$ cat config.mk
export PLATFORM = sky130hd
export DESIGN_NAME = fir_stream_driver_flat
export DESIGN_NICKNAME = d
export VERILOG_FILES = /design/src/rtl/fir_stream_driver_pkg.sv /design/src/rtl/fir_stream_driver_if.sv /design/src/rtl/fir_stream_driver.sv /design/src/flat_wrapper.sv
export SDC_FILE = /design/constraint.sdc
export NUM_CORES = 1
export LEC_CHECK = 0
export ABC_CLOCK_PERIOD_IN_PS = 7100
export CAP_MARGIN = 0
export CORE_ASPECT_RATIO = 0.6
export CORE_MARGIN = 5
export CORE_UTILIZATION = 35
export DETAILED_ROUTE_END_ITERATION = 16
export DONT_BUFFER_PORTS = 1
export PLACE_DENSITY = 0.53
export SLEW_MARGIN = 20
export SYNTH_ARGS = -nofsm -noshare
export SYNTH_HDL_FRONTEND = slang
export SYNTH_SLANG_ARGS = --single-unit
$ cat constraint.sdc
create_clock -name clk -period 7.1 [get_ports clk]
set_clock_uncertainty 0.2 [all_clocks]
set_input_delay 0.355 -clock clk [delete_from_list [all_inputs] [get_ports clk]]
set_output_delay 0.355 -clock clk [all_outputs]
set_load 0.02 [all_outputs]
$ cat src/rtl/fir_stream_driver_pkg.sv
// Shared definitions for the FIR streaming datapath: FSM encodings,
// counter sizing and the default filter harness parameters.
package fir_pkg;

  localparam logic [1:0] ST_IDLE   = 2'd0;
  localparam logic [1:0] ST_LOAD   = 2'd1;
  localparam logic [1:0] ST_STREAM = 2'd2;
  localparam logic [1:0] ST_FLUSH  = 2'd3;

  typedef enum logic [1:0] {
    IDLE   = ST_IDLE,
    LOAD   = ST_LOAD,
    STREAM = ST_STREAM,
    FLUSH  = ST_FLUSH
  } state_t;

  localparam int FIR_DATA_WIDTH = 16;
  localparam int FIR_NUM_TAPS   = 16;
  localparam int FIR_CNT_WIDTH  = 32;

  // Counter must reach NUM_TAPS-1 (load) and NUM_TAPS-2 (flush).
  function automatic int cnt_width(input int num_taps);
    return $clog2(num_taps) + 1;
  endfunction

endpackage

$ cat src/rtl/fir_stream_driver_if.sv
// Host-side coefficient and sample streams (ready/valid).
// master = host, slave = fir_stream_driver.
interface fir_stream_driver_if
  import fir_pkg::*;
#(
  parameter int DATA_WIDTH = FIR_DATA_WIDTH
);
  logic                  coeff_s_valid;
  logic                  coeff_s_ready;
  logic [DATA_WIDTH-1:0] coeff_s_data;
  logic                  samp_s_valid;
  logic                  samp_s_ready;
  logic [DATA_WIDTH-1:0] samp_s_data;
  logic                  samp_s_last;

  modport master (
    output coeff_s_valid, coeff_s_data,
    output samp_s_valid, samp_s_data, samp_s_last,
    input  coeff_s_ready, samp_s_ready
  );

  modport slave (
    input  coeff_s_valid, coeff_s_data,
    input  samp_s_valid, samp_s_data, samp_s_last,
    output coeff_s_ready, samp_s_ready
  );
endinterface

$ cat src/rtl/fir_stream_driver.sv
// Upstream driver for fir_filter: loads NUM_TAPS coefficients per load
// command, streams a sample frame, then flushes NUM_TAPS-1 zero samples
// so the convolution tail drains out of the filter.
module fir_stream_driver
  import fir_pkg::*;
#(
  parameter int DATA_WIDTH = FIR_DATA_WIDTH,
  parameter int NUM_TAPS   = FIR_NUM_TAPS,
  parameter int CNT_WIDTH  = FIR_CNT_WIDTH
) (
  input  logic                  clk,
  input  logic                  reset,
  input  logic                  cfg_load,
  fir_stream_driver_if.slave    s,
  output logic                  coeff_valid,
  output logic [DATA_WIDTH-1:0] coeff_in,
  output logic                  input_valid,
  output logic [DATA_WIDTH-1:0] x,
  output logic                  busy,
  output logic                  load_done,
  output logic                  frame_done,
  output logic [CNT_WIDTH-1:0]  frame_len
);

  localparam int CW = cnt_width(NUM_TAPS);
  localparam logic [CW-1:0] LOAD_LAST  = CW'(NUM_TAPS - 1);
  // Only meaningful for NUM_TAPS >= 2; a single-tap filter never flushes.
  localparam logic [CW-1:0] FLUSH_LAST = CW'((NUM_TAPS >= 2) ? NUM_TAPS - 2 : 0);

  state_t        state;
  logic [CW-1:0] cnt;

  // Ready depends on state only, never on the upstream valid.
  assign s.coeff_s_ready = (state == LOAD);
  assign s.samp_s_ready  = (state == STREAM);
  assign busy            = (state != IDLE);

  // Control FSM with registered filter-side outputs and status pulses.
  always_ff @(posedge clk or posedge reset) begin
    if (reset) begin
      state       <= IDLE;
      cnt         <= '0;
      frame_len   <= '0;
      coeff_valid <= 1'b0;
      coeff_in    <= '0;
      input_valid <= 1'b0;
      x           <= '0;
      load_done   <= 1'b0;
      frame_done  <= 1'b0;
    end else begin
      coeff_valid <= 1'b0;
      input_valid <= 1'b0;
      load_done   <= 1'b0;
      frame_done  <= 1'b0;
      case (state)
        IDLE: begin
          // Load takes priority; a pending sample only opens the frame,
          // the first beat is accepted once in STREAM.
          if (cfg_load) begin
            state <= LOAD;
            cnt   <= '0;
          end else if (s.samp_s_valid) begin
            state     <= STREAM;
            frame_len <= '0;
          end
        end
        LOAD: begin
          if (s.coeff_s_valid) begin
            coeff_valid <= 1'b1;
            coeff_in    <= s.coeff_s_data;
            cnt         <= cnt + 1'b1;
            if (cnt == LOAD_LAST) begin
              state     <= IDLE;
              load_done <= 1'b1;
            end
          end
        end
        STREAM: begin
          if (s.samp_s_valid) begin
            input_valid <= 1'b1;
            x           <= s.samp_s_data;
            if (frame_len != {CNT_WIDTH{1'b1}})
              frame_len <= frame_len + CNT_WIDTH'(1);
            if (s.samp_s_last) begin
              if (NUM_TAPS == 1) begin
                state      <= IDLE;
                frame_done <= 1'b1;
              end else begin
                state <= FLUSH;
                cnt   <= '0;
              end
            end
          end
        end
        FLUSH: begin
          input_valid <= 1'b1;
          x           <= '0;
          cnt         <= cnt + 1'b1;
          if (cnt == FLUSH_LAST) begin
            state      <= IDLE;
            frame_done <= 1'b1;
          end
        end
        default: state <= IDLE;
      endcase
    end
  end

endmodule

$ cat src/flat_wrapper.sv
// flat-port wrapper written by rule: the top's interface ports become plain ports
module fir_stream_driver_flat import fir_pkg::*;
#(
  parameter int DATA_WIDTH = FIR_DATA_WIDTH,
  parameter int NUM_TAPS   = FIR_NUM_TAPS,
  parameter int CNT_WIDTH  = FIR_CNT_WIDTH
)
  (clk, reset, cfg_load, coeff_valid, coeff_in, input_valid, x, busy, load_done, frame_done, frame_len, s_coeff_s_valid, s_coeff_s_data, s_samp_s_valid, s_samp_s_data, s_samp_s_last, s_coeff_s_ready, s_samp_s_ready);
  fir_stream_driver_if #(.DATA_WIDTH(DATA_WIDTH)) s_i ();
  input  logic clk;
  input  logic reset;
  input  logic cfg_load;
  output logic coeff_valid;
  output logic [DATA_WIDTH-1:0] coeff_in;
  output logic input_valid;
  output logic [DATA_WIDTH-1:0] x;
  output logic busy;
  output logic load_done;
  output logic frame_done;
  output logic [CNT_WIDTH-1:0] frame_len;
  input wire logic [$bits(s_i.coeff_s_valid)-1:0] s_coeff_s_valid;
  input wire logic [$bits(s_i.coeff_s_data)-1:0] s_coeff_s_data;
  input wire logic [$bits(s_i.samp_s_valid)-1:0] s_samp_s_valid;
  input wire logic [$bits(s_i.samp_s_data)-1:0] s_samp_s_data;
  input wire logic [$bits(s_i.samp_s_last)-1:0] s_samp_s_last;
  output wire logic [$bits(s_i.coeff_s_ready)-1:0] s_coeff_s_ready;
  output wire logic [$bits(s_i.samp_s_ready)-1:0] s_samp_s_ready;
  assign s_i.coeff_s_valid = s_coeff_s_valid;
  assign s_i.coeff_s_data = s_coeff_s_data;
  assign s_i.samp_s_valid = s_samp_s_valid;
  assign s_i.samp_s_data = s_samp_s_data;
  assign s_i.samp_s_last = s_samp_s_last;
  assign s_coeff_s_ready = s_i.coeff_s_ready;
  assign s_samp_s_ready = s_i.samp_s_ready;
  fir_stream_driver #(.DATA_WIDTH(DATA_WIDTH), .NUM_TAPS(NUM_TAPS), .CNT_WIDTH(CNT_WIDTH)) u_core (.clk(clk), .reset(reset), .cfg_load(cfg_load), .s(s_i), .coeff_valid(coeff_valid), .coeff_in(coeff_in), .input_valid(input_valid), .x(x), .busy(busy), .load_done(load_done), .frame_done(frame_done), .frame_len(frame_len));
endmodule
Word-level counts from Yosys, hierarchy flattened
Cells that the tools add are included.

operators by class
  reductions and logical operators = 9
  eq/ne operators = 16
  mux-type cells = 29
  add/subtract/negate cells = 2

operators with widths
  cell                     count
  $mux W32                 4
  $pmux W32 S2             1
  $add A32 B1 Y32 const B  1
  $ne A32 B32 Y1 const B   1
  $pmux W16 S2             1
  $mux W5                  4
  $pmux W5 S4              1
  $mux W16                 1
  $mux W2                  7
  $ne A2 B2 Y1 const B     6
  $eq A5 B4 Y1 const B     2
  $mux W1                  8
  $pmux W2 S4              1
  $ne A2 B1 Y1 const B     3
  $reduce_and A6 Y1        1
  $reduce_bool A2 Y1       3
  $add A5 B1 Y5 const B    1
  $reduce_and A5 Y1        1
  $eq A2 B2 Y1 const B     2
  $reduce_and A2 Y1        2
  $reduce_and A4 Y1        1
  $ne A3 B3 Y1 const B     1
  $eq A2 B1 Y1 const B     1
  $logic_not A2 Y1         1
  $pmux W1 S2              1

storage, ports and cells
  word-level logic and storage cells = 65
  register bits after elaboration = 75
  bits of input ports = 38

Longest topological paths before layout
Gate-level depths: netlist (run 1).

  word-level depth = 4
  mapped depth = 9

Worst setup path after synthesis (run 1)
OpenSTA, ideal clock, no wires.

  path type = register to register
  start = register u_core.frame_len[0]
  end = register u_core.frame_len[23]
  library setup time = 0.132 ns
  slack = 4.382 ns
  arrival = 2.386 ns
  data required time = 6.768 ns
  stages on the path, launching flop included = 10
  period minus slack after synthesis = 2.718 ns
  path buffers = 3
  cell sequence = dfrtp_1 -> ha_1 -> nand3_2 -> or4_4 -> buf_6 -> or2_1 -> buf_6 -> o21ai_4 -> buf_4 -> o211ai_1

on the way
  word-level cells in the longest chain between the ends = 4

RTL lines
  what                      RTL line                 source
  start: declaration        fir_stream_driver.sv:22  output logic [CNT_WIDTH-1:0] frame_len
  start signal: assignment  fir_stream_driver.sv:83  frame_len <= frame_len + CNT_WIDTH'(1);
  $add A32 B1 Y32           fir_stream_driver.sv:83
  $mux W32                  fir_stream_driver.sv:82  if (frame_len != {CNT_WIDTH{1'b1}})
  $mux W32                  fir_stream_driver.sv:79  if (s.samp_s_valid) begin
  $pmux W32 S2              fir_stream_driver.sv:55  case (state)

Several ways; a longest one is shown, not always the timed one. The select of a mux whose other input is x is not followed.
A chain may end at the register's enable or synchronous reset.

Worst setup path after layout (run 1)
  start = register u_core.state[0]
  end = register u_core.frame_len[5]

on the way
  word-level cells in the longest chain between the ends = 3

RTL lines
  what                                                  RTL line                 source
  start: declaration                                    fir_stream_driver.sv:30  state_t state;
  start signal: assignment                              fir_stream_driver.sv:41  state <= IDLE;
  start signal: assignment                              fir_stream_driver.sv:60  state <= LOAD;
  start signal: assignment                              fir_stream_driver.sv:63  state <= STREAM;
  $eq A2 B2 Y1 *                                        --
  net s_samp_s_ready                                    flat_wrapper.sv:27       output wire logic [$bits(s_i.samp_s_ready)-1:0] s_samp_s_ready;
  $ne A2 B1 Y1 (no line), or another cell as far along  --
  $reduce_and A5 Y1 (no line)                           --

The timed path passes the listed nets; every way through them passes the cells marked *.

==> results.cfg, run 1 <==
[die]
start_util = 0.3534
ios = 109
die_w_microns = 142.4
row_count = 29
coreArea_sq_mm = 0.01041
die_area_sq_mm = 0.01273
fp.dieH_microns = 89.43

[grt]
antenna_found_initial = 0
grt_pass1_wl_mm = 16.43
grt_usage = 0.1666
grt_pass1_vias = 2909
grt_max_degree = 47
grt-ovfl-total = 0

[critical_path]
worstSetupStartpointType = flop
crit_top_cell = inv_1
crit_chain = inv_1 -> nand2_1 -> inv_1 -> and2_1 -> o21ai_4 -> o41ai_1
endpoint_kind = flop
critical-path-slowest-cell = and2_1
worstPathMaxFanout = 21
criticalPathCategory = flop to flop
max_stage_delay_ns = 0.83
arrival_ns = 3.90
worstPathRequired_ns = 7.12

[logic_synthesis]
synthTopCellsByCount = dfrtp_1 (75), o31ai_1 (31), nand2_1 (21), nand3_1 (19), nor2_1 (19)
ys_top_cells_by_area = dfrtp_1 (51%), o31ai_1 (6.3%), mux2_2 (4.9%)
netlist_instances = 353
yosysSeqAreaShare = 0.5100
synth_edf_count = 0
syn_area_sq_mm = 0.003680
synth_nets = 395
synthArstFlopShare = 1.000
synth_top_area_frac = 0.5100
ys_ff_latch = 75
synth_most_common_cell = dfrtp_1
yosysUniqueCellTypes = 50
ys_warn_count = 0
synthFlopType = dfrtp_1
yosys.area.top_type = dfrtp_1
avgSynthCellArea_sq_um = 10.42

[drt]
via_per_inst = 5.789
drc = 0
drtIter0Drc = 371
wire_per_inst_microns = 19.85
top_layer = met4
first_pass_iters = 5
wl_met3_microns = 915
wl_met2_mm = 4.512
via_count = 3016
ant_nets = 0
wl_mm = 10.34
routedLengthMet1_mm = 4.819

[pwr]
p_int_uw = 963.1
power_density_mw_per_mm2 = 342.4
clockPowerShare = 0.324
switchingPower_uw = 558.5
power.leakage_uw = 0.001895
p_seq_frac = 0.471
sw_frac_of_total = 0.3671
p_comb_frac = 0.205
peakVddDrop_uv = 146.6

[placed_design]
gp_congestion = 0.7825
dp_hpwl_mm = 7.000
dpl_cell_area_sq_mm = 0.003782
io_buffers = 0

[clocking]
post_cts_buffers = 0
path_clk_slew_ns = 0.06
cts_buffers = 9
cts-htree-levels = 3
insertion_delay_ns = 0.34
root_buffer = clkbuf_16
cts_tree = yes
post_cts_resized = 0
cts_buffer_depth = 2
cts_sinks = 75

[layout]
final_area_sq_mm = 0.004444
antenna_cells = 0
syn_to_final_growth_pct = 20.78
regArea_sq_mm = 0.001877
nFillCells = 996
multiInputGateArea_sq_mm = 0.001672
nets = 420
final_core_util = 0.4268
drive_gt1_frac = 0.1178

[sta]
timing.hold.ws_ns = 0.04758
slew_headroom = 0.2936
hold_viol = 0
final.min_clock_period_ns = 3.885
setup_tns_ns = 0
rsz0062_at_grt = false
fmax_mhz = 257.4
period_share = 0.5472
slew_viol_final = 0
tightest_slew_ns = 1.051
final-setup-viol-count = 0

[flow_run]
max-cap-violations = 0

[hold_path]
hold_class = input pin to flop

[status]
status = finished clean
-- area by class of cell --
| class | count | share of cell area |
|---|---|---|
| inverters | 13 | 0.01126 |
| clock buffers | 10 | 0.05377 |
| well taps | 139 | 0.03913 |
| flip-flops and latches | 75 | 0.4223 |
| repair buffers | 36 | 0.07996 |
| clock inverters | 5 | 0.01745 |
| multi-input cells | 243 | 0.3761 |
-- cell usage in the layout (no fill, tap or decap), drive strengths merged, types with 5 or more instances in the layout --
cell,netlist,final
dlygate4sd3,0,34
o31ai,31,31
o21ai,17,17
nand3,21,21
dfrtp,75,75
nand2b,5,5
nor4,8,8
nor2,19,19
nand2,21,21
nor3,5,5
mux2,16,16
a22o,16,16
inv,13,12
and3,10,10
a21oi,9,9
nand4,16,16
clkbuf,14,10
-- power groups by stage --
stage,Clock [uW],Combinational (uW),Sequential [uW]
floorplan,0,243,690
CTS,505,313,719
finish,493,312,717
global route,526,353,730
detailed placement,0,299,725
global placement,0,289,723
-- sequential cells by signal, indices dropped and copies added (netlist names) --
| register | cells |
|---|---|
| u_core.coeff_valid | 1 |
| u_core.x | 16 |
| u_core.frame_done | 1 |
| u_core.coeff_in | 16 |
| u_core.input_valid | 1 |
| u_core.frame_len | 32 |
| u_core.load_done | 1 |
| u_core.cnt | 5 |
| u_core.state | 2 |
-- through the flow --
stage          power (uW)  setup slack, ns  std cells
2_1_floorplan       932.6            4.382        353
3_3_place_gp         1012            3.452        472
3_5_place_dp         1024            3.289        472
4_1_cts              1538            3.274        521
5_1_grt              1609            2.904        521
6_report             1522            3.215        521
-- final timing paths --
kind / from / end / slack [ns] / cells past startpoint
max in group asynchronous: reset / u_core.x[7]$_DFFE_PP0P_ / 5.43 / 3
worst min register to register: u_core.cnt[4]$_DFFE_PP0P_ / u_core.cnt[4]$_DFFE_PP0P_ / 0.32 / 2
worst min-delay path: s_samp_s_valid / u_core.state[1]$_DFFE_PP0P_ / 0.05 / 2
worst max-delay path: u_core.state[0]$_DFFE_PP0P_ / u_core.frame_len[5]$_DFFE_PP0P_ / 3.22 / 6
worst max register to register: u_core.state[0]$_DFFE_PP0P_ / u_core.frame_len[5]$_DFFE_PP0P_ / 3.22 / 6
min in group asynchronous: reset / u_core.coeff_in[2]$_DFFE_PP0P_ / 0.30 / 2
-- worst max-delay path: cells and delay by family (launching register included) --
family / cells / cell delay [ns]
buf+inv: 2 / 0.95
flops: 1 / 0.45
compound gates: 2 / 0.77
simple gates: 2 / 1.36
-- timing repair --
action	CTS	global route
hold endpoints to repair	62	0
endpoints found under the setup margin	0	0
hold buffers	34	0
-- per-layer routing --
layer  global-route usage  vias to the layer above
met3              0.07215                        9
li1                     -                     1390
met1               0.2304                     1500
met5                    0                        -
met2               0.2401                      117
met4              0.04314                        0
-- kinds of logic (layout without fill, tap and decap cells) --
group                      after synthesis  after routing  synth area share
and+or+nand+nor                        121            121            0.1809
adders and majority gates                4              4           0.01360
DFF                                     75             75            0.5100
muxes                                   18             18           0.05440
xor gates and xnor gates                 2              2          0.004761
buffers and inverters                   35             64           0.04216
AOI/OAI and AO/OA                       98             98            0.1942
(Power assumes the default switching activity.)
==> run 2, diff against run 1 <==
Settings changed: ABC_CLOCK_PERIOD_IN_PS 7100 to 3800.
Clock period 7.1 ns to 3.8 ns, I/O delays scaled along.
==> run 2 against run 1 <==
The run now ends with hold timing left. Flip-flop and latch count unchanged. Critical path depth did not move. Non-clock buffer count increased by 11. Utilization increased by 0.74 points. Cell area grew 1.7%. Die area unchanged. Global-route usage is 0.058 points lower. Critical path type unchanged.
==> results.cfg, run 2 (synthesis results as in run 1) <==
[sta]
final.min_clock_period_ns = 2.996
hold_viol = 1
rsz0062_at_grt = false
slew_viol_final = 0
final-setup-viol-count = 0
period_share = 0.7884
fmax_mhz = 333.8
timing.hold.ws_ns = -0.02335
slew_headroom = 0.3882
tightest_slew_ns = 0.9093
setup_tns_ns = 0

[die]
coreArea_sq_mm = 0.01041
row_count = 29
die_area_sq_mm = 0.01273
die_w_microns = 142.4
start_util = 0.3534
fp.dieH_microns = 89.43
ios = 109

[clocking]
post_cts_resized = 0
root_buffer = clkbuf_16
path_clk_slew_ns = 0.06
cts_buffer_depth = 2
insertion_delay_ns = 0.34
cts_sinks = 75
cts_tree = yes
ctsHoldBuffers = 37
cts-htree-levels = 3
post_cts_buffers = 0
cts_buffers = 9

[grt]
antenna_found_initial = 0
grt-ovfl-total = 0
grt_pass1_vias = 2914
grt_max_degree = 59
grt_pass1_wl_mm = 16.28
grt_usage = 0.1660

[drt]
via_count = 3063
drtIter0Drc = 279
wl_mm = 10.30
wire_per_inst_microns = 19.33
ant_nets = 0
drc = 0
first_pass_iters = 4
via_per_inst = 5.747

[placed_design]
gp_congestion = 0.7706
dpl_cell_area_sq_mm = 0.003839
dp_cells = 480
io_buffers = 0
dp_hpwl_mm = 7.013

[critical_path]
crit_chain = ha_1 -> nand3_2 -> or4_4 -> or2_1 -> o21ai_4 -> o21ai_0
arrival_ns = 2.98
critical-path-top-delay-family = simple AND/OR/NAND/NOR gates
critPathBufInv = 0
critical-path-slowest-cell = or4_4
criticalPathCategory = flop to flop
reg2reg_to = u_core.frame_len[2]$_DFFE_PP0P_
worstRegToRegCells = 6
max_stage_delay_ns = 0.62
worstSetupStartpointType = flop
r2r-start = u_core.frame_len[0]$_DFFE_PP0P_
worstPathMaxFanout = 19
worstPathRequired_ns = 3.79
endpoint_kind = flop
ff2ff_setup_slack_ns = 0.80

[pwr]
peakVddDrop_uv = 244.0
power.leakage_uw = 0.001947
power_density_mw_per_mm2 = 626.1

[layout]
largest_reg_flops = 32
final_area_sq_mm = 0.004522
nets = 431
final_cells = 533
syn_to_final_growth_pct = 22.88
final_core_util = 0.4342
largest_register = u_core.frame_len
drive_gt1_frac = 0.1269
final_cell_mix = dfrtp_1 (75), dlygate4sd3_1 (37), o31ai_1 (31)
layout_commonest_cell = dfrtp_1
antenna_cells = 0
reg.largest.list = u_core.frame_len x32, u_core.coeff_in x16, u_core.x x16

[status]
status = finished, violations left
violations = hold timing

[hold_path]
min_path_cells = 2
hold_class = input pin to flop
min_to = u_core.input_valid$_DFF_PP0_
hp-start = s_samp_s_valid

[flow_run]
max-cap-violations = 0
## run 2: cell count changes in the layout (fill, tap and decap cells not counted), sizes merged
cell,previous run,this run
bufinv,2,1
clkinvlp,1,0
buf,2,10
clkinv,3,0
inv,12,13
dlygate4sd3,34,37
clkbuf,10,15
## run 2: through the flow
| step | worst slack (ns) | hold WS [ns] | total power [uW] |
|---|---|---|---|
| after CTS | 0.7964 | 0.03977 | 2859 |
| after global placement | 0.8834 | 0.1239 | 1920 |
| final | 0.8041 | -0.02335 | 2831 |
| after detailed placement | 0.8260 | 0.1262 | 1932 |
| after global routing | 0.6104 | 0.008794 | 2985 |
| after floorplan | 1.082 | 0.1227 | 1742 |
## run 2: worst max path at each step
stage | startpoint | endpoint | cells past startpoint
3_3_place_gp | u_core.frame_len[0]$_DFFE_PP0P_ | u_core.frame_len[2]$_DFFE_PP0P_ | 6
6_report | u_core.frame_len[0]$_DFFE_PP0P_ | u_core.frame_len[2]$_DFFE_PP0P_ | 6
2_1_floorplan | u_core.frame_len[0]$_DFFE_PP0P_ | u_core.frame_len[23]$_DFFE_PP0P_ | 9
5_1_grt | u_core.frame_len[0]$_DFFE_PP0P_ | u_core.frame_len[2]$_DFFE_PP0P_ | 6
4_1_cts | u_core.frame_len[0]$_DFFE_PP0P_ | u_core.frame_len[2]$_DFFE_PP0P_ | 6
3_5_place_dp | u_core.frame_len[0]$_DFFE_PP0P_ | u_core.frame_len[7]$_DFFE_PP0P_ | 6
## run 2: cell type report
type,count,area [sq um]
Fill cell,981,5892
Sequential cell,75,1877
Multi-Input combinational cell,243,1667
Timing Repair Buffer,47,445.4
Clock buffer,15,277.8
Tap cell,139,173.9
Inverter,13,51.30
Clock inverter,1,30.03
## run 2: power by group
part           internal [uW]  switching [uW]
registers                976             360
clock network            563             320
logic                    256             356
total                   1800            1040
## run 2: routing by layer
layer | up-vias | wire [microns] | global-route usage
met3 | 6 | 854 | 0.07108
met5 | - | 0 | 0
li1 | 1418 | - | -
met4 | 0 | 73 | 0.04745
met2 | 95 | 4535 | 0.2388
met1 | 1544 | 4839 | 0.2286
## run 2: worst reg2reg max path, stage by stage (launching register included)
cell	delay (ns)
dfrtp_1	0.54
ha_1	0.29
nand3_2	0.14
or4_4	0.62
or2_1	0.35
o21ai_4	0.53
o21ai_0	0.19
==> run 3, diff against run 2 <==
Settings changed: ABC_CLOCK_PERIOD_IN_PS 3800 to 3020.
Clock period 3.8 ns to 3.02 ns, I/O delays scaled along.
==> run 3 against run 2 <==
Global-route usage up 0.66 points. Die area did not move. Hold slack improved by 0.11 ns. Utilization is 1.6 points higher. Largest power group unchanged. Worst setup slack got worse by 0.41 ns. Critical path depth fell by 1. Cell area increased by 3.6%. The flow now finishes without violations. First-iteration DRC count rose by 3.6%. Cell count increased by 3.9%.
==> results.cfg, run 3 (synthesis results as in run 1) <==
[die]
die_w_microns = 142.4
ios = 109
fp.dieH_microns = 89.43
row_count = 29
coreArea_sq_mm = 0.01041
die_area_sq_mm = 0.01273
start_util = 0.3534

[layout]
nets = 453
nFillCells = 1001
reg.largest.list = u_core.frame_len x32, u_core.coeff_in x16, u_core.x x16
drive_gt1_frac = 0.1735
final_cells = 554
layout_commonest_cell = dfrtp_1
antenna_cells = 0
syn_to_final_growth_pct = 27.34
final_core_util = 0.4500
final_cell_mix = dfrtp_1 (75), dlygate4sd3_1 (39), o31ai_1 (31)
largest_register = u_core.frame_len
largest_reg_flops = 32

[critical_path]
max_stage_delay_ns = 0.62
critical-path-slowest-cell = or4_4
criticalPathCategory = flop to flop
crit_chain = nand3_4 -> or4_4 -> or2_1 -> or4_1 -> nand3_1
endpoint_kind = flop
worstPathRequired_ns = 3.09
critical-path-top-delay-family = simple AND/OR/NAND/NOR gates
arrival_ns = 2.70
worstSetupStartpointType = flop
worstPathMaxFanout = 9
critPathBufInv = 0

[sta]
tightest_slew_ns = 0.7540
rsz0062_at_grt = false
slew_viol_final = 0
fin_ws_ns = 0.3959
final-setup-viol-count = 0
period_share = 0.8689
final.min_clock_period_ns = 2.624
timing.hold.ws_ns = 0.09003
slew_headroom = 0.4961
hold_viol = 0
fmax_mhz = 381.1
setup_tns_ns = 0

[drt]
wl_mm = 10.74
first_pass_iters = 5
drc = 0
ant_nets = 0
via_count = 3201
via_per_inst = 5.778
wire_per_inst_microns = 19.39
drtIter0Drc = 289

[grt]
grt-ovfl-total = 0
grt_pass1_wl_mm = 17.01
grt_pass1_vias = 3057
grt_max_degree = 40
antenna_found_initial = 0
grt_usage = 0.1726

[pwr]
power_density_mw_per_mm2 = 769.6
peakVddDrop_uv = 367.2
power.leakage_uw = 0.002055

[clocking]
path_clk_slew_ns = 0.06
insertion_delay_ns = 0.34
cts-htree-levels = 3
root_buffer = clkbuf_16
cts_sinks = 75
post_cts_resized = 0
cts_buffers = 9
cts_tree = yes
cts_buffer_depth = 2

[status]
status = finished clean

[placed_design]
dp_cells = 500
pre_cts_ws_ns = 0.4262
io_buffers = 0
dp_hpwl_mm = 7.471
gp_congestion = 0.8112

[hold_path]
hold_class = input pin to flop

[flow_run]
max-cap-violations = 0
==> run 3: changes by cell type in the layout (fill, tap and decap cells not counted) <==
| cell | delta |
|---|---|
| buf_4 | +20 |
| clkbuf_1 | -3 |
| clkbuf_8 | -1 |
| clkinv_2 | +2 |
| clkinvlp_4 | +2 |
| dlygate4sd3_1 | +2 |
| inv_4 | -1 |
==> run 3: path summary, 6_finish.rpt <==
check / start / endpoint / slack, ns / depth (start not counted)
max in group asynchronous: reset / u_core.frame_len[20]$_DFFE_PP0P_ / 1.61 / 3
worst min register to register: u_core.cnt[4]$_DFFE_PP0P_ / u_core.cnt[4]$_DFFE_PP0P_ / 0.28 / 2
min in group asynchronous: reset / u_core.coeff_in[1]$_DFFE_PP0P_ / 0.16 / 2
worst min-delay path: cfg_load / u_core.state[0]$_DFFE_PP0P_ / 0.09 / 3
worst max register to register: u_core.frame_len[4]$_DFFE_PP0P_ / u_core.frame_len[30]$_DFFE_PP0P_ / 0.40 / 5
worst max-delay path: u_core.frame_len[4]$_DFFE_PP0P_ / u_core.frame_len[30]$_DFFE_PP0P_ / 0.40 / 5
==> run 3: what timing repair did <==
| action | CTS | global route |
|---|---|---|
| buffers inserted | 0 | 0 |
| hold buffers | 38 | 1 |
| hold endpoints to repair | 78 | 1 |
==> run 3: report_power, final <==
part / total [uW] / internal, uW / switching [uW]
Clock: 1090 / 678 / 411
Sequential: 1640 / 1230 / 412
Combinational: 876 / 361 / 515
Total: 3610 / 2270 / 1340
==> run 3: layer usage <==
metal / global-route usage / share of wire / up-vias
met5: 0 / 0 / -
met4: 0.04314 / 0.0087 / 0
met3: 0.06253 / 0.088 / 11
met2: 0.2542 / 0.43 / 123
met1: 0.2429 / 0.47 / 1615
li1: - / - / 1452
==> run 3: worst min-delay path: cells and delay by family <==
kind	cells	cell delay (ns)
compound gates	2	0.34
simple gates	1	0.09
==> run 3: through the flow <==
step / instance area (sq um) / power [uW]
final: 4686 / 3606
after detailed placement: 3989 / 2488
after CTS: 4672 / 3635
after global placement: 3989 / 2456
after global routing: 4686 / 3792
after floorplan: 3680 / 2192
==> run 3: cell type report <==
cell class                 instances  area [sq um]  share of cell area
inverter                          13         50.05             0.01068
clock buffer                      11         252.7             0.05394
timing repair buffer              69         615.6              0.1314
multi-input combinational        243          1667              0.3557
tap                              139         173.9             0.03712
clock inverter                     4         50.05             0.01068
sequential                        75          1877              0.4005
